===== src/rtl/retro_sram_arbiter.sv =====
// Round-robin arbiter that shares one single-port asynchronous SRAM bus between
// several initiators. Every SRAM-side output is registered and has a programmable wait-state count.
module retro_sram_arbiter #(
  parameter int Requesters      = 4,
  parameter int AddressBusWidth = 16,
  parameter int DataBusWidth    = 1,
  parameter int WaitStates      = 1
) (
  input  logic                                    Clk,
  input  logic                                    NReset,
  input  logic [Requesters-1:0]                   ReqAccess,
  input  logic [Requesters-1:0]                   ReqWrite,
  input  logic [Requesters*AddressBusWidth-1:0]   ReqAddress,
  input  logic [Requesters*8*DataBusWidth-1:0]    ReqDin,
  output logic [Requesters-1:0]                   ReqReady,
  output logic [Requesters-1:0]                   ReqDataReady,
  output logic [8*DataBusWidth-1:0]               ReqDout,
  output logic                                    MemAccess,
  output logic                                    MemWrite,
  output logic [AddressBusWidth-1:0]              MemAddress,
  output logic [8*DataBusWidth-1:0]               MemDout,
  input  logic [8*DataBusWidth-1:0]               MemDin
);

  localparam int AW = AddressBusWidth;
  localparam int DW = 8 * DataBusWidth;
  localparam int IW = (Requesters > 1) ? $clog2(Requesters) : 1;

  typedef enum logic {IDLE, ACCESS} state_t;

  state_t                          r_state, w_state_nxt;
  logic [3:0]                      r_cnt, w_cnt_nxt;
  logic [IW-1:0]                   r_ptr, w_ptr_nxt;
  logic [IW-1:0]                   r_gnt, w_gnt_nxt;
  logic [Requesters-1:0]           w_rdy_nxt, w_drdy_nxt;
  logic [DW-1:0]                   w_dout_nxt, w_mdout_nxt;
  logic                            w_macc_nxt, w_mwr_nxt;
  logic [AW-1:0]                   w_maddr_nxt;

  logic [Requesters-1:0][AW-1:0]   w_addr;
  logic [Requesters-1:0][DW-1:0]   w_din;
  logic                            w_found;
  logic [IW-1:0]                   w_win;

  for (genvar i = 0; i < Requesters; i++) begin : g_unpack
    assign w_addr[i] = ReqAddress[i*AW +: AW];
    assign w_din[i]  = ReqDin[i*DW +: DW];
  end

  // First requester at or above the pointer, wrapping at Requesters.
  always_comb begin
    int idx;
    w_found = 1'b0;
    w_win   = '0;
    for (int k = 0; k < Requesters; k++) begin
      idx = int'(r_ptr) + k;
      if (idx >= Requesters) idx = idx - Requesters;
      if (!w_found && ReqAccess[idx]) begin
        w_found = 1'b1;
        w_win   = IW'(idx);
      end
    end
  end

  always_comb begin
    w_state_nxt = r_state;
    w_cnt_nxt   = r_cnt;
    w_ptr_nxt   = r_ptr;
    w_gnt_nxt   = r_gnt;
    w_rdy_nxt   = '0;
    w_drdy_nxt  = '0;
    w_dout_nxt  = ReqDout;
    w_macc_nxt  = MemAccess;
    w_mwr_nxt   = MemWrite;
    w_maddr_nxt = MemAddress;
    w_mdout_nxt = MemDout;
    case (r_state)
      IDLE: begin
        w_macc_nxt = 1'b0;
        w_mwr_nxt  = 1'b0;
        if (w_found) begin
          w_maddr_nxt      = w_addr[w_win];
          w_mdout_nxt      = w_din[w_win];
          w_macc_nxt       = 1'b1;
          w_mwr_nxt        = ReqWrite[w_win];
          w_cnt_nxt        = 4'(WaitStates);
          w_gnt_nxt        = w_win;
          w_rdy_nxt[w_win] = 1'b1;
          w_ptr_nxt        = (w_win == IW'(Requesters - 1)) ? '0 : w_win + 1'b1;
          w_state_nxt      = ACCESS;
        end
      end
      ACCESS: begin
        if (r_cnt != 4'd0) begin
          w_cnt_nxt = r_cnt - 4'd1;
        end else begin
          // Last window cycle: sample read data while the bus is still driven.
          if (!MemWrite) begin
            w_dout_nxt        = MemDin;
            w_drdy_nxt[r_gnt] = 1'b1;
          end
          w_macc_nxt  = 1'b0;
          w_mwr_nxt   = 1'b0;
          w_state_nxt = IDLE;
        end
      end
      default: w_state_nxt = IDLE;
    endcase
  end

  always_ff @(posedge Clk or negedge NReset) begin
    if (!NReset) begin
      r_state      <= IDLE;
      r_cnt        <= '0;
      r_ptr        <= '0;
      r_gnt        <= '0;
      ReqReady     <= '0;
      ReqDataReady <= '0;
      ReqDout      <= '0;
      MemAccess    <= 1'b0;
      MemWrite     <= 1'b0;
      MemAddress   <= '0;
      MemDout      <= '0;
    end else begin
      r_state      <= w_state_nxt;
      r_cnt        <= w_cnt_nxt;
      r_ptr        <= w_ptr_nxt;
      r_gnt        <= w_gnt_nxt;
      ReqReady     <= w_rdy_nxt;
      ReqDataReady <= w_drdy_nxt;
      ReqDout      <= w_dout_nxt;
      MemAccess    <= w_macc_nxt;
      MemWrite     <= w_mwr_nxt;
      MemAddress   <= w_maddr_nxt;
      MemDout      <= w_mdout_nxt;
    end
  end

endmodule

===== config.mk =====
export PLATFORM = sky130hd
export DESIGN_NAME = retro_sram_arbiter
export DESIGN_NICKNAME = d
export VERILOG_FILES = /design/src/rtl/retro_sram_arbiter.sv
export SDC_FILE = /design/constraint.sdc
export NUM_CORES = 1
export LEC_CHECK = 0
export CAP_MARGIN = 20
export CORE_ASPECT_RATIO = 2
export CORE_MARGIN = 8
export CORE_UTILIZATION = 39
export CTS_CLUSTER_SIZE = 24
export DETAILED_ROUTE_END_ITERATION = 8
export PLACE_DENSITY = 0.81
export SETUP_SLACK_MARGIN = 0.2
export SYNTH_ARGS = -nofsm -noshare
export SYNTH_HDL_FRONTEND = slang
export SYNTH_SLANG_ARGS = --single-unit

===== constraint.sdc =====
create_clock -name Clk -period 2.6 [get_ports Clk]
set_clock_uncertainty 0.15 [all_clocks]
set_input_delay 0.39 -clock Clk [delete_from_list [all_inputs] [get_ports Clk]]
set_output_delay 0.39 -clock Clk [all_outputs]
set_load 0.02 [all_outputs]

==> flow_summary.html, run 1 <==
<table>
<tr><th>Metric</th><th>Value</th></tr>
<tr><th colspan="2">Finish</th></tr>
<tr><td>Most frequent cells in the layout</td><td>sky130_fd_sc_hd__clkdlybuf4s50_1 (154), sky130_fd_sc_hd__dfrtp_1 (51), sky130_fd_sc_hd__o21ai_0 (31), sky130_fd_sc_hd__a21oi_1 (30)</td></tr>
<tr><td>Fillers</td><td>600</td></tr>
<tr><td>Layout cells sized above 1</td><td>0.1141</td></tr>
<tr><td>Area added between synthesis and finish</td><td>68.64%</td></tr>
<tr><td>Most frequent standard cell in the layout excluding fill and tap cells</td><td>sky130_fd_sc_hd__clkdlybuf4s50_1</td></tr>
<tr><td>Layout net count</td><td>between 500 and 600</td></tr>
<tr><td>Number of diodes</td><td>0</td></tr>
<tr><td>Sequential standard cell area</td><td>0.001276 mm2</td></tr>
<tr><td>Total area of multi-input combinational cells</td><td>~0.0014 mm2</td></tr>
<tr><th colspan="2">Drt</th></tr>
<tr><td>Starting DRT DRC Count</td><td>281</td></tr>
<tr><td>Post-detailed-route via-to-cell ratio</td><td>about 5.6</td></tr>
<tr><td>Routed Wire Length</td><td>~10000 um</td></tr>
<tr><td>Wirelength per Cell</td><td>19.00 um</td></tr>
<tr><td>Number of vias in the routed layout</td><td>around 3000</td></tr>
<tr><td>Remaining design rule violation count</td><td>0</td></tr>
<tr><td>First-pass iteration count of the detailed router</td><td>4</td></tr>
<tr><td>Antenna violation net count after detailed routing</td><td>0</td></tr>
<tr><th colspan="2">Die</th></tr>
<tr><td>Cell Rows</td><td>44</td></tr>
<tr><td>Total core area</td><td>0.007157 mm2</td></tr>
<tr><td>I/O pin count</td><td>156</td></tr>
<tr><td>Die width</td><td>76.09 um</td></tr>
<tr><td>Initial Utilization</td><td>0.3935</td></tr>
<tr><td>Vertical die dimension</td><td>136.2 um</td></tr>
<tr><td>Die area</td><td>between 0.01 and 0.015 mm2</td></tr>
<tr><th colspan="2">Critical path</th></tr>
<tr><td>Worst-path cell chain</td><td>clkdlybuf4s50_1 -&gt; nor2b_1 -&gt; nor2_1 -&gt; a31o_1 -&gt; buf_12 -&gt; a221o_1 -&gt; o22a_1</td></tr>
<tr><td>Kind of start point of the critical path</td><td>input pin</td></tr>
<tr><td>Critical path buffers and inverters</td><td>2</td></tr>
<tr><td>Biggest cell delay along the critical path</td><td>0.53 ns</td></tr>
<tr><td>WP data required</td><td>~2.6 ns</td></tr>
<tr><td>Crit Reg-Reg Startpoint</td><td>r_ptr[0]</td></tr>
<tr><td>Data arrival time of the critical path</td><td>about 2.3 ns</td></tr>
<tr><td>Setup crit end kind</td><td>register</td></tr>
<tr><td>CP max FO</td><td>16</td></tr>
<tr><td>Worst setup path startpoint</td><td>ReqAccess[2]</td></tr>
<tr><td>Critical path start-end classification</td><td>in -&gt; reg</td></tr>
<tr><td>Slowest cell on the critical path</td><td>sky130_fd_sc_hd__clkdlybuf4s50_1</td></tr>
<tr><td>Kind of cell adding the most delay to the critical path</td><td>compound AO/OA/AOI/OAI gates</td></tr>
<tr><th colspan="2">Global route</th></tr>
<tr><td>Pin count of the biggest net entering global routing</td><td>52</td></tr>
<tr><td>GRT Total Usage</td><td>0.1974</td></tr>
<tr><td>Antenna violations before repair</td><td>0</td></tr>
<tr><td>Via count of the first global-routing pass</td><td>~3300</td></tr>
<tr><td>Global-route congestion overflow total</td><td>0</td></tr>
<tr><td>Wire length of the first global-routing pass</td><td>approximately 17000 um</td></tr>
<tr><th colspan="2">Timing</th></tr>
<tr><td>Fmax</td><td>roughly 440 MHz</td></tr>
<tr><td>Number of failing hold endpoints at the final stage</td><td>0</td></tr>
<tr><td>Post-layout minimum cycle time</td><td>2.252 ns</td></tr>
<tr><td>Part of the cycle the worst path needs</td><td>0.8661</td></tr>
<tr><td>Worst Max-Slew Pin Slew</td><td>~0.67 ns</td></tr>
<tr><td>Final Max Slew Viols</td><td>0</td></tr>
<tr><td>Setup TNS</td><td>0 ns</td></tr>
<tr><td>Final Setup Violations</td><td>0</td></tr>
<tr><td>Unrepaired setup endpoints after global routing</td><td>no</td></tr>
<tr><td>Relative slew slack</td><td>0.5559</td></tr>
<tr><td>WHS</td><td>0.05698 ns</td></tr>
<tr><td>Worst Setup Slack, final</td><td>~0.35 ns</td></tr>
<tr><th colspan="2">Logic synthesis</th></tr>
<tr><td>Number of flip-flops and latches in the synthesized netlist</td><td>51</td></tr>
<tr><td>Synth warn</td><td>0</td></tr>
<tr><td>Average footprint of a synthesized cell</td><td>9.746 um2</td></tr>
<tr><td>Unique cell type count in the Yosys netlist</td><td>41</td></tr>
<tr><td>Synth Instances</td><td>289</td></tr>
<tr><td>Total standard cell area after synthesis</td><td>0.002816 mm2</td></tr>
<tr><td>Mapped Nets</td><td>404</td></tr>
<tr><td>Share of the yosys chip area belonging to registers</td><td>0.4531</td></tr>
<tr><th colspan="2">Placement</th></tr>
<tr><td>Setup Slack @ Placement</td><td>between 0.04 and 0.05 ns</td></tr>
<tr><td>Number of port buffers</td><td>155</td></tr>
<tr><td>Routability congestion estimate</td><td>between 0.9 and 1</td></tr>
<tr><td>HPWL reported at the end of detailed placement</td><td>7713 um</td></tr>
<tr><th colspan="2">Clock tree</th></tr>
<tr><td>Clock buffer count from CTS</td><td>5</td></tr>
<tr><td>Post_cts resized</td><td>0</td></tr>
<tr><td>TritonCTS clock tree</td><td>built</td></tr>
<tr><td>Number of buffers inserted to repair setup after CTS</td><td>0</td></tr>
<tr><td>Cell chosen for the clock root</td><td>sky130_fd_sc_hd__clkbuf_16</td></tr>
<tr><td>Number of buffers on the longest clock path</td><td>2</td></tr>
<tr><td>Num Clock Sinks</td><td>51</td></tr>
<tr><td>H-tree depth</td><td>2</td></tr>
<tr><td>Later-pin clock latency in the skew report</td><td>~0.29 ns</td></tr>
<tr><td>CTS clock-pin slew for the worst setup and hold paths</td><td>0.07 ns</td></tr>
<tr><td>Number of hold-repair buffers added at the cts stage</td><td>0</td></tr>
<tr><th colspan="2">Pwr</th></tr>
<tr><td>Worst IR Drop VDD</td><td>0.0005682 V</td></tr>
<tr><td>Leak</td><td>1.935 nW</td></tr>
<tr><td>Power per cell area</td><td>1051 mW/mm2</td></tr>
<tr><th colspan="2">Flow run</th></tr>
<tr><td>Max-cap violations</td><td>0</td></tr>
<tr><th colspan="2">Status</th></tr>
<tr><td>Outcome</td><td>completed</td></tr>
<tr><th colspan="2">Hold path</th></tr>
<tr><td>Class of the tightest hold or removal check</td><td>in -&gt; async</td></tr>
</table>
-- through the flow --
step                      utilization  area, um2  total power, mW  cells
after global routing           0.6636       4750            5.322    539
after floorplan                     -       2816            3.016    289
final                          0.6636       4750            4.991    539
after detailed placement       0.6439       4608            4.353    531
after global placement         0.6439       4608            4.306    531
after CTS                      0.6636       4750            5.031    539
-- power by group --
part	internal [mW]	leakage [nW]	switching [mW]	total [mW]
Sequential	1.16	0.611	0.243	1.40
Combinational	1.49	1.26	1.45	2.94
Clock	0.356	0.0669	0.297	0.653
Total	3.00	1.93	1.99	4.99
-- worst register-to-register path: cells and delay by family, from the launching register on --
kind / cells / cell delay, ns
buffers and inverters: 1 / 0.16
and+or+nand+nor: 2 / 0.38
AOI/OAI and AO/OA: 3 / 0.81
DFF: 1 / 0.47
-- sequential cells by signal (all words and copies together) (netlist names), 2 cells and up --
| name | flops |
|---|---|
| ReqDataReady | 4 |
| MemDout | 8 |
| r_gnt | 2 |
| ReqDout | 8 |
| ReqReady | 4 |
| r_cnt | 4 |
| MemAddress | 16 |
| r_ptr | 2 |
-- cell families (layout without fill, tap and decap cells) --
family          count (synthesis)  in the layout  share of synthesized area
flops                          51             51                     0.4531
xor+xnor                        1              1                   0.003110
buf+inv                        35            193                    0.06353
compound gates                121            121                     0.3039
fa+ha+maj                       1              1                   0.004442
simple gates                   72             72                     0.1399
mux                             8              8                    0.03199
-- synthesized netlist by cell type --
| cell type | count | area, um2 |
|---|---|---|
| sky130_fd_sc_hd__a211o_1 | 1 | 8.760 |
| sky130_fd_sc_hd__a211oi_1 | 4 | 30.03 |
| sky130_fd_sc_hd__a21boi_0 | 1 | 7.510 |
| sky130_fd_sc_hd__a21o_1 | 1 | 7.510 |
| sky130_fd_sc_hd__a21oi_1 | 30 | 150.1 |
| sky130_fd_sc_hd__a221o_1 | 24 | 240.2 |
| sky130_fd_sc_hd__a31o_1 | 1 | 8.760 |
| sky130_fd_sc_hd__and2_1 | 1 | 6.260 |
| sky130_fd_sc_hd__and3_1 | 3 | 18.77 |
| sky130_fd_sc_hd__and3b_1 | 1 | 8.760 |
| sky130_fd_sc_hd__buf_2 | 6 | 30.03 |
| sky130_fd_sc_hd__buf_4 | 2 | 15.01 |
| sky130_fd_sc_hd__buf_6 | 4 | 45.04 |
| sky130_fd_sc_hd__clkbuf_1 | 14 | 52.55 |
| sky130_fd_sc_hd__clkbuf_2 | 2 | 10.01 |
| sky130_fd_sc_hd__dfrtp_1 | 51 | 1276 |
| sky130_fd_sc_hd__ha_1 | 1 | 12.51 |
| sky130_fd_sc_hd__inv_1 | 7 | 26.28 |
| sky130_fd_sc_hd__mux2_2 | 8 | 90.09 |
| sky130_fd_sc_hd__nand2_1 | 10 | 37.54 |
| sky130_fd_sc_hd__nand2_2 | 1 | 6.260 |
| sky130_fd_sc_hd__nand2b_1 | 1 | 6.260 |
| sky130_fd_sc_hd__nand3_1 | 22 | 110.1 |
| sky130_fd_sc_hd__nand3_2 | 3 | 30.03 |
| sky130_fd_sc_hd__nor2_1 | 14 | 52.55 |
| sky130_fd_sc_hd__nor2b_1 | 3 | 18.77 |
| sky130_fd_sc_hd__nor2b_4 | 1 | 13.76 |
| sky130_fd_sc_hd__nor3_1 | 3 | 15.01 |
| sky130_fd_sc_hd__nor3b_1 | 2 | 15.01 |
| sky130_fd_sc_hd__nor4_1 | 3 | 18.77 |
| sky130_fd_sc_hd__nor4_2 | 1 | 12.51 |
| sky130_fd_sc_hd__o211a_1 | 1 | 10.01 |
| sky130_fd_sc_hd__o21ai_0 | 31 | 155.2 |
| sky130_fd_sc_hd__o221a_2 | 1 | 11.26 |
| sky130_fd_sc_hd__o22a_1 | 24 | 210.2 |
| sky130_fd_sc_hd__o31ai_1 | 1 | 7.510 |
| sky130_fd_sc_hd__o32ai_1 | 1 | 8.760 |
| sky130_fd_sc_hd__or2_2 | 1 | 6.260 |
| sky130_fd_sc_hd__or3_1 | 1 | 6.260 |
| sky130_fd_sc_hd__or4_4 | 1 | 11.26 |
| sky130_fd_sc_hd__xnor2_1 | 1 | 8.760 |
-- path summary, 6_finish.rpt --
check	endpoint	slack (ns)	depth (start not counted)
worst max-delay path	MemAddress[11]	0.35	7
worst min-delay path	ReqDout[7]	0.06	2
worst max register to register	MemAddress[11]	0.52	6
worst min register to register	MemAccess	0.33	2
max in group asynchronous	MemAddress[6]	1.79	2
min in group Clk	MemAccess	0.33	2
-- metal layers --
layer / vias to the layer above / GRT usage / routed length [um]
met4: 0 / 0.07435 / 192
met2: 173 / 0.3215 / 4898
li1: 1416 / - / -
met5: - / 0 / 0
met3: 13 / 0.09139 / 1214
met1: 1430 / 0.2195 / 3933
-- final cells by class --
cell class              instances  area share
inverters                       7    0.005532
clock inverters                 2    0.002634
clock buffers                   6     0.02713
repair buffers                178      0.3804
well taps                      92     0.02424
multi-input cells             203      0.2914
flip-flops and latches         51      0.2687
(Power assumes the default switching activity.)
==> run 2, diff against run 1 <==
--- a/config.mk
+++ b/config.mk
@@ -9,7 +9,6 @@
 export CORE_ASPECT_RATIO = 2
 export CORE_MARGIN = 8
 export CORE_UTILIZATION = 39
-export CTS_CLUSTER_SIZE = 24
 export DETAILED_ROUTE_END_ITERATION = 8
 export PLACE_DENSITY = 0.81
 export SETUP_SLACK_MARGIN = 0.2
==> constraint.sdc (replaced) <==
create_clock -name Clk -period 2.6 [get_ports Clk]
set_clock_uncertainty 0.15 [all_clocks]
set_input_delay 0.26 -clock Clk [delete_from_list [all_inputs] [get_ports Clk]]
set_output_delay 0.26 -clock Clk [all_outputs]
set_load 0.02 [all_outputs]
==> run 2 against run 1 <==
Fmax increased by 3.1%. Clock-buffer cell count decreased by 1. Design area decreased by 0.87%. Worst setup slack improved by 0.068 ns. Critical endpoint is now MemAddress[14].
==> flow_summary.html, run 2 (synthesis gave the netlist of run 1 again) <==
<table>
<tr><th>Metric</th><th>Value</th></tr>
<tr><th colspan="2">Status</th></tr>
<tr><td>Outcome</td><td>completed</td></tr>
<tr><th colspan="2">Pwr</th></tr>
<tr><td>Internal Dissipation</td><td>3.031 mW</td></tr>
<tr><td>Total design power</td><td>5.008 mW</td></tr>
<tr><td>Worst IR Drop VDD</td><td>0.0005011 V</td></tr>
<tr><td>Sequential power share</td><td>0.281</td></tr>
<tr><td>Net switching power of the design</td><td>1.976 mW</td></tr>
<tr><td>Power per cell area</td><td>around 1100 mW/mm2</td></tr>
<tr><td>Share of total power in combinational logic</td><td>0.571</td></tr>
<tr><td>Leak</td><td>around 1.9 nW</td></tr>
<tr><td>Part of the power in the clock network</td><td>0.147</td></tr>
<tr><td>Sw Ratio</td><td>0.3947</td></tr>
<tr><th colspan="2">Finish</th></tr>
<tr><td>Layout net count</td><td>around 560</td></tr>
<tr><td>Fillers</td><td>613</td></tr>
<tr><td>Layout cells sized above 1</td><td>0.1081</td></tr>
<tr><td>Register with the most flip-flops</td><td>MemAddress</td></tr>
<tr><td>Largest register FFs</td><td>16</td></tr>
<tr><td>Top flop regs</td><td>MemAddress (16), MemDout (8), ReqDout (8)</td></tr>
<tr><td>Most frequent standard cell in the layout excluding fill and tap cells</td><td>sky130_fd_sc_hd__clkdlybuf4s50_1</td></tr>
<tr><td>Area added between synthesis and finish</td><td>67.17%</td></tr>
<tr><td>Most frequent cells in the layout</td><td>sky130_fd_sc_hd__clkdlybuf4s50_1 (154), sky130_fd_sc_hd__dfrtp_1 (51), sky130_fd_sc_hd__o21ai_0 (31), sky130_fd_sc_hd__a21oi_1 (30)</td></tr>
<tr><td>Number of diodes</td><td>0</td></tr>
<tr><th colspan="2">Drt</th></tr>
<tr><td>First-pass iteration count of the detailed router</td><td>4</td></tr>
<tr><td>Routed Wire Length</td><td>10250 um</td></tr>
<tr><td>Number of vias in the routed layout</td><td>between 2000 and 3000</td></tr>
<tr><td>Post-detailed-route via-to-cell ratio</td><td>5.595</td></tr>
<tr><td>Starting DRT DRC Count</td><td>approximately 250</td></tr>
<tr><td>Wirelength per Cell</td><td>around 19 um</td></tr>
<tr><td>Remaining design rule violation count</td><td>0</td></tr>
<tr><td>Antenna violation net count after detailed routing</td><td>0</td></tr>
<tr><th colspan="2">Placement</th></tr>
<tr><td>Number of port buffers</td><td>155</td></tr>
<tr><td>HPWL reported at the end of detailed placement</td><td>a little under 8000 um</td></tr>
<tr><td>Routability congestion estimate</td><td>0.8343</td></tr>
<tr><th colspan="2">Global route</th></tr>
<tr><td>Antenna violations before repair</td><td>0</td></tr>
<tr><td>Global-route congestion overflow total</td><td>0</td></tr>
<tr><td>GRT Total Usage</td><td>0.1936</td></tr>
<tr><td>Pin count of the biggest net entering global routing</td><td>25</td></tr>
<tr><td>Wire length of the first global-routing pass</td><td>approximately 16000 um</td></tr>
<tr><td>Via count of the first global-routing pass</td><td>3201</td></tr>
<tr><th colspan="2">Timing</th></tr>
<tr><td>Final Max Slew Viols</td><td>0</td></tr>
<tr><td>Relative slew slack</td><td>0.6527</td></tr>
<tr><td>Setup TNS</td><td>0 ns</td></tr>
<tr><td>Part of the cycle the worst path needs</td><td>0.8400</td></tr>
<tr><td>Unrepaired setup endpoints after global routing</td><td>no</td></tr>
<tr><td>Fmax</td><td>457.9 MHz</td></tr>
<tr><td>Number of failing hold endpoints at the final stage</td><td>0</td></tr>
<tr><td>Final Setup Violations</td><td>0</td></tr>
<tr><td>WHS</td><td>0.1984 ns</td></tr>
<tr><td>Worst Max-Slew Pin Slew</td><td>0.5205 ns</td></tr>
<tr><td>Post-layout minimum cycle time</td><td>between 2 and 2.5 ns</td></tr>
<tr><th colspan="2">Critical path</th></tr>
<tr><td>WP data required</td><td>between 2 and 3 ns</td></tr>
<tr><td>Data arrival time of the critical path</td><td>2.22 ns</td></tr>
<tr><td>CP max FO</td><td>20</td></tr>
<tr><td>Crit Reg-Reg Startpoint</td><td>r_ptr[0]</td></tr>
<tr><td>Kind of start point of the critical path</td><td>input pin</td></tr>
<tr><td>Setup crit end kind</td><td>register</td></tr>
<tr><td>Worst r2r path cells</td><td>6</td></tr>
<tr><td>Internal reg-to-reg setup slack</td><td>0.58 ns</td></tr>
<tr><td>Critical path start-end classification</td><td>in -&gt; reg</td></tr>
<tr><td>Reg-to-reg endpoint</td><td>MemAddress[14]</td></tr>
<tr><th colspan="2">Clock tree</th></tr>
<tr><td>Clock buffer count from CTS</td><td>5</td></tr>
<tr><td>TritonCTS clock tree</td><td>built</td></tr>
<tr><td>Number of buffers on the longest clock path</td><td>2</td></tr>
<tr><td>Later-pin clock latency in the skew report</td><td>0.29 ns</td></tr>
<tr><td>Num Clock Sinks</td><td>51</td></tr>
<tr><td>Cell chosen for the clock root</td><td>sky130_fd_sc_hd__clkbuf_16</td></tr>
<tr><td>Post_cts resized</td><td>0</td></tr>
<tr><td>H-tree depth</td><td>2</td></tr>
<tr><td>CTS clock-pin slew for the worst setup and hold paths</td><td>around 0.070 ns</td></tr>
<tr><th colspan="2">Die</th></tr>
<tr><td>Die area</td><td>slightly above 0.01 mm2</td></tr>
<tr><td>Total core area</td><td>~0.007 mm2</td></tr>
<tr><td>Cell Rows</td><td>44</td></tr>
<tr><td>Initial Utilization</td><td>0.3935</td></tr>
<tr><td>Die width</td><td>roughly 76 um</td></tr>
<tr><td>Vertical die dimension</td><td>roughly 140 um</td></tr>
<tr><td>I/O pin count</td><td>approximately 160</td></tr>
<tr><th colspan="2">Flow run</th></tr>
<tr><td>Max-cap violations</td><td>0</td></tr>
<tr><th colspan="2">Hold path</th></tr>
<tr><td>Class of the tightest hold or removal check</td><td>in -&gt; async</td></tr>
</table>
-- run 2: through the flow --
stage / setup slack (ns) / std cells / util / area, um2
after floorplan: 0.6157 / 289 / - / 2816
after global placement: 0.1558 / 528 / 0.6337 / 4536
after detailed placement: 0.1395 / 528 / 0.6337 / 4536
after CTS: 0.4342 / 536 / 0.6579 / 4708
after global routing: 0.2952 / 536 / 0.6579 / 4708
final: 0.4160 / 536 / 0.6579 / 4708
-- run 2: critical path, stage by stage --
cell	delay [ns]
sky130_fd_sc_hd__clkdlybuf4s50_1	0.62
sky130_fd_sc_hd__nor2b_1	0.28
sky130_fd_sc_hd__nor2_1	0.09
sky130_fd_sc_hd__a31o_1	0.26
sky130_fd_sc_hd__buf_12	0.16
sky130_fd_sc_hd__a221o_1	0.36
sky130_fd_sc_hd__o22a_1	0.16
-- run 2: metal layers --
layer / GRT usage / up-vias / wire, um
met2: 0.3162 / 176 / 4807
li1: - / 1407 / -
met1: 0.2113 / 1397 / 3937
met4: 0.08621 / 0 / 283
met3: 0.08675 / 19 / 1221
met5: 0 / - / 0
-- run 2: repair_timing --
item,CTS,global route
hold buffers,1,0
setup buffers,0,0
endpoints found under the hold margin,51,0
-- run 2: final cells by class --
class,count,area [um2],share of cell area
multi-input cells,203,1384,0.2939
inverters,7,26.28,0.005581
flip-flops and latches,51,1276,0.2711
well taps,92,115.1,0.02445
repair buffers,176,1744,0.3704
clock buffers,5,125.1,0.02657
clock inverters,2,37.54,0.007972
-- run 2: worst max-delay path by stage --
stage	startpoint	to	slack (ns)	cells after the start
final	ReqAccess[2]	MemAddress[14]	0.42	7
after global routing	ReqAccess[1]	MemWrite	0.30	7
after CTS	ReqAccess[2]	MemAddress[14]	0.43	7
after detailed placement	ReqAccess[1]	MemAddress[5]	0.14	7
after global placement	ReqAccess[2]	MemDout[7]	0.16	7
after floorplan	r_cnt[0]	ReqDout[2]	0.62	6
-- run 2: power by group through the flow --
stage / combinational [mW] / clock (mW) / sequential, mW
CTS: 2.88 / 0.750 / 1.41
finish: 2.86 / 0.738 / 1.41
detailed placement: 2.86 / 0 / 1.42
global placement: 2.82 / 0 / 1.40
floorplan: 1.29 / 0 / 1.72
global route: 3.09 / 0.775 / 1.45
==> run 3, diff against run 2 <==
--- a/config.mk
+++ b/config.mk
@@ -8,9 +8,9 @@
 export CAP_MARGIN = 20
 export CORE_ASPECT_RATIO = 2
 export CORE_MARGIN = 8
-export CORE_UTILIZATION = 39
+export CORE_UTILIZATION = 35
 export DETAILED_ROUTE_END_ITERATION = 8
-export PLACE_DENSITY = 0.81
+export PLACE_DENSITY = 0.77
 export SETUP_SLACK_MARGIN = 0.2
 export SYNTH_ARGS = -nofsm -noshare
 export SYNTH_HDL_FRONTEND = slang
==> constraint.sdc (replaced) <==
create_clock -name Clk -period 1.77 [get_ports Clk]
set_clock_uncertainty 0.15 [all_clocks]
set_input_delay 0.177 -clock Clk [delete_from_list [all_inputs] [get_ports Clk]]
set_output_delay 0.177 -clock Clk [all_outputs]
set_load 0.02 [all_outputs]
==> run 3 against run 2 <==
The run now ends with negative setup slack left. Die area grew 9.5%. Via count increased by 9.2%. Combinational power increased by 86%. Register-to-register slack lost 0.73 ns. Sequential power up 46%. First-iteration DRC count fell by 3.2%. Largest cell class unchanged.
==> flow_summary.html, run 3 (synthesis gave the netlist of run 1 again) <==
<table>
<tr><th>Metric</th><th>Value</th></tr>
<tr><th colspan="2">Critical path</th></tr>
<tr><td>Critical path start-end classification</td><td>reg -&gt; reg</td></tr>
<tr><td>CP max FO</td><td>5</td></tr>
<tr><td>Worst setup path startpoint</td><td>r_ptr[0]</td></tr>
<tr><td>Kind of start point of the critical path</td><td>register</td></tr>
<tr><td>WP data required</td><td>1.81 ns</td></tr>
<tr><td>Data arrival time of the critical path</td><td>just under 2 ns</td></tr>
<tr><td>Crit Reg-Reg Startpoint</td><td>r_ptr[0]</td></tr>
<tr><td>Worst r2r path cells</td><td>6</td></tr>
<tr><td>Setup crit end kind</td><td>register</td></tr>
<tr><th colspan="2">Clock tree</th></tr>
<tr><td>Num Clock Sinks</td><td>51</td></tr>
<tr><td>H-tree depth</td><td>2</td></tr>
<tr><td>Number of buffers on the longest clock path</td><td>2</td></tr>
<tr><td>CTS clock-pin slew for the worst setup and hold paths</td><td>0.07 ns</td></tr>
<tr><td>Later-pin clock latency in the skew report</td><td>0.30 ns</td></tr>
<tr><td>TritonCTS clock tree</td><td>built</td></tr>
<tr><td>Clock buffer count from CTS</td><td>5</td></tr>
<tr><td>Cell chosen for the clock root</td><td>sky130_fd_sc_hd__clkbuf_16</td></tr>
<tr><th colspan="2">Global route</th></tr>
<tr><td>Pin count of the biggest net entering global routing</td><td>39</td></tr>
<tr><td>Global-route congestion overflow total</td><td>0</td></tr>
<tr><td>Wire length of the first global-routing pass</td><td>19020 um</td></tr>
<tr><td>Via count of the first global-routing pass</td><td>3548</td></tr>
<tr><td>GRT Total Usage</td><td>0.2140</td></tr>
<tr><td>Antenna violations before repair</td><td>0</td></tr>
<tr><th colspan="2">Status</th></tr>
<tr><td>Violated checks</td><td>negative setup slack</td></tr>
<tr><td>Outcome</td><td>complete, but fails checks</td></tr>
<tr><th colspan="2">Finish</th></tr>
<tr><td>Most frequent cells in the layout</td><td>sky130_fd_sc_hd__clkdlybuf4s50_1 (110), sky130_fd_sc_hd__dfrtp_1 (49), sky130_fd_sc_hd__dlygate4sd2_1 (39), sky130_fd_sc_hd__buf_4 (38)</td></tr>
<tr><td>Largest register FFs</td><td>16</td></tr>
<tr><td>Utilization of the core after routing</td><td>0.7034</td></tr>
<tr><td>Layout cells sized above 1</td><td>0.2869</td></tr>
<tr><td>Number of diodes</td><td>0</td></tr>
<tr><td>Top flop regs</td><td>MemAddress (16), MemDout (8), ReqDout (8)</td></tr>
<tr><td>Most frequent standard cell in the layout excluding fill and tap cells</td><td>sky130_fd_sc_hd__clkdlybuf4s50_1</td></tr>
<tr><td>Register with the most flip-flops</td><td>MemAddress</td></tr>
<tr><td>Area added between synthesis and finish</td><td>96.93%</td></tr>
<tr><td>Layout net count</td><td>602</td></tr>
<tr><td>Filler-free cell count of the finished design</td><td>approximately 600</td></tr>
<tr><th colspan="2">Placement</th></tr>
<tr><td>HPWL reported at the end of detailed placement</td><td>8920 um</td></tr>
<tr><td>Number of port buffers</td><td>155</td></tr>
<tr><td>Routability congestion estimate</td><td>0.9286</td></tr>
<tr><td>Setup Slack @ Placement</td><td>-0.4820 ns</td></tr>
<tr><td>Number of cells in the design after placement</td><td>559</td></tr>
<tr><th colspan="2">Flow run</th></tr>
<tr><td>Max-cap violations</td><td>0</td></tr>
<tr><th colspan="2">Pwr</th></tr>
<tr><td>Leak</td><td>2.432 nW</td></tr>
<tr><td>Worst IR Drop VDD</td><td>0.0007909 V</td></tr>
<tr><td>Power per cell area</td><td>1561 mW/mm2</td></tr>
<tr><th colspan="2">Timing</th></tr>
<tr><td>Final Max Slew Viols</td><td>0</td></tr>
<tr><td>Part of the cycle the worst path needs</td><td>1.084</td></tr>
<tr><td>WHS</td><td>0.1999 ns</td></tr>
<tr><td>Number of failing hold endpoints at the final stage</td><td>0</td></tr>
<tr><td>Final Setup Violations</td><td>26</td></tr>
<tr><td>Worst Max-Slew Pin Slew</td><td>roughly 0.47 ns</td></tr>
<tr><td>Relative slew slack</td><td>0.6858</td></tr>
<tr><td>Post-layout minimum cycle time</td><td>1.918 ns</td></tr>
<tr><td>Fmax</td><td>521.4 MHz</td></tr>
<tr><td>Unrepaired setup endpoints after global routing</td><td>yes</td></tr>
<tr><td>Worst Setup Slack, final</td><td>-0.1480 ns</td></tr>
<tr><th colspan="2">Drt</th></tr>
<tr><td>First-pass iteration count of the detailed router</td><td>4</td></tr>
<tr><td>Wirelength per Cell</td><td>21.13 um</td></tr>
<tr><td>Antenna violation net count after detailed routing</td><td>0</td></tr>
<tr><td>Starting DRT DRC Count</td><td>between 200 and 250</td></tr>
<tr><td>Remaining design rule violation count</td><td>0</td></tr>
<tr><td>Number of vias in the routed layout</td><td>around 3300</td></tr>
<tr><td>Post-detailed-route via-to-cell ratio</td><td>5.608</td></tr>
<tr><td>Routed Wire Length</td><td>~12000 um</td></tr>
<tr><th colspan="2">Hold path</th></tr>
<tr><td>Class of the tightest hold or removal check</td><td>in -&gt; async</td></tr>
<tr><th colspan="2">Die</th></tr>
<tr><td>Die area</td><td>0.01135 mm2</td></tr>
<tr><td>Initial Utilization</td><td>0.3572</td></tr>
<tr><td>Vertical die dimension</td><td>142.9 um</td></tr>
<tr><td>Cell Rows</td><td>46</td></tr>
<tr><td>Total core area</td><td>0.007885 mm2</td></tr>
<tr><td>I/O pin count</td><td>156</td></tr>
<tr><td>Die width</td><td>79.43 um</td></tr>
</table>
==> run 3: what timing repair did <==
| item | CTS | global route |
|---|---|---|
| gates resized for setup | 101 | 22 |
| hold buffers | 1 | 0 |
| buffers inserted | 4 | 7 |
| setup endpoints to repair | 82 | 51 |
| endpoints found under the hold margin | 13 | 0 |
| cloned | 2 | 3 |
| pin swaps | 28 | 25 |
==> run 3: metrics by stage <==
step | cell area [um2] | power, mW | setup TNS [ns]
2_1_floorplan | 2934 | 4.649 | -1.197
3_3_place_gp | 4858 | 6.704 | -14.50
3_5_place_dp | 4858 | 6.803 | -14.37
4_1_cts | 5350 | 8.366 | -2.968
5_1_grt | 5547 | 9.156 | -4.300
6_report | 5547 | 8.660 | -2.866
==> run 3: layout make-up <==
class | count | area, um2
Timing Repair Buffer | 219 | 2230
Tap cell | 96 | 120.1
Multi-Input combinational cell | 203 | 1699
Clock inverter | 3 | 67.56
Clock buffer | 5 | 125.1
Sequential cell | 51 | 1279
Inverter | 7 | 26.28
Fill cell | 579 | 2338
==> run 3: report_power, final <==
group / switching [mW] / internal [mW]
clock network: 0.462 / 0.811
registers: 0.361 / 1.70
logic: 2.62 / 2.70
==> run 3: worst max-delay path, stage by stage (launching register included) <==
cell and delay, ns:
sky130_fd_sc_hd__dfrtp_2 0.43, sky130_fd_sc_hd__nand2b_4 0.16, sky130_fd_sc_hd__o32ai_2 0.08, sky130_fd_sc_hd__a31o_4 0.29, sky130_fd_sc_hd__clkbuf_16 0.18, sky130_fd_sc_hd__a221o_1 0.32
sky130_fd_sc_hd__o22a_1 0.18
==> run 3: final timing paths <==
path / to / slack (ns)
hold / removal: ReqReady[2] / 0.20
hold reg to reg: MemAccess / 0.34
setup reg to reg: MemDout[7] / -0.15
max in group asynchronous: r_ptr[0] / 0.72
min in group Clk: ReqDout[7] / 0.34
setup / recovery: MemDout[7] / -0.15
==> run 3: layer usage <==
metal	vias up	track usage	routed length, um
li1	1500	-	-
met1	1602	0.2228	4217
met2	149	0.3877	6845
met3	24	0.05730	868
met4	0	0.08260	408
met5	-	0	0
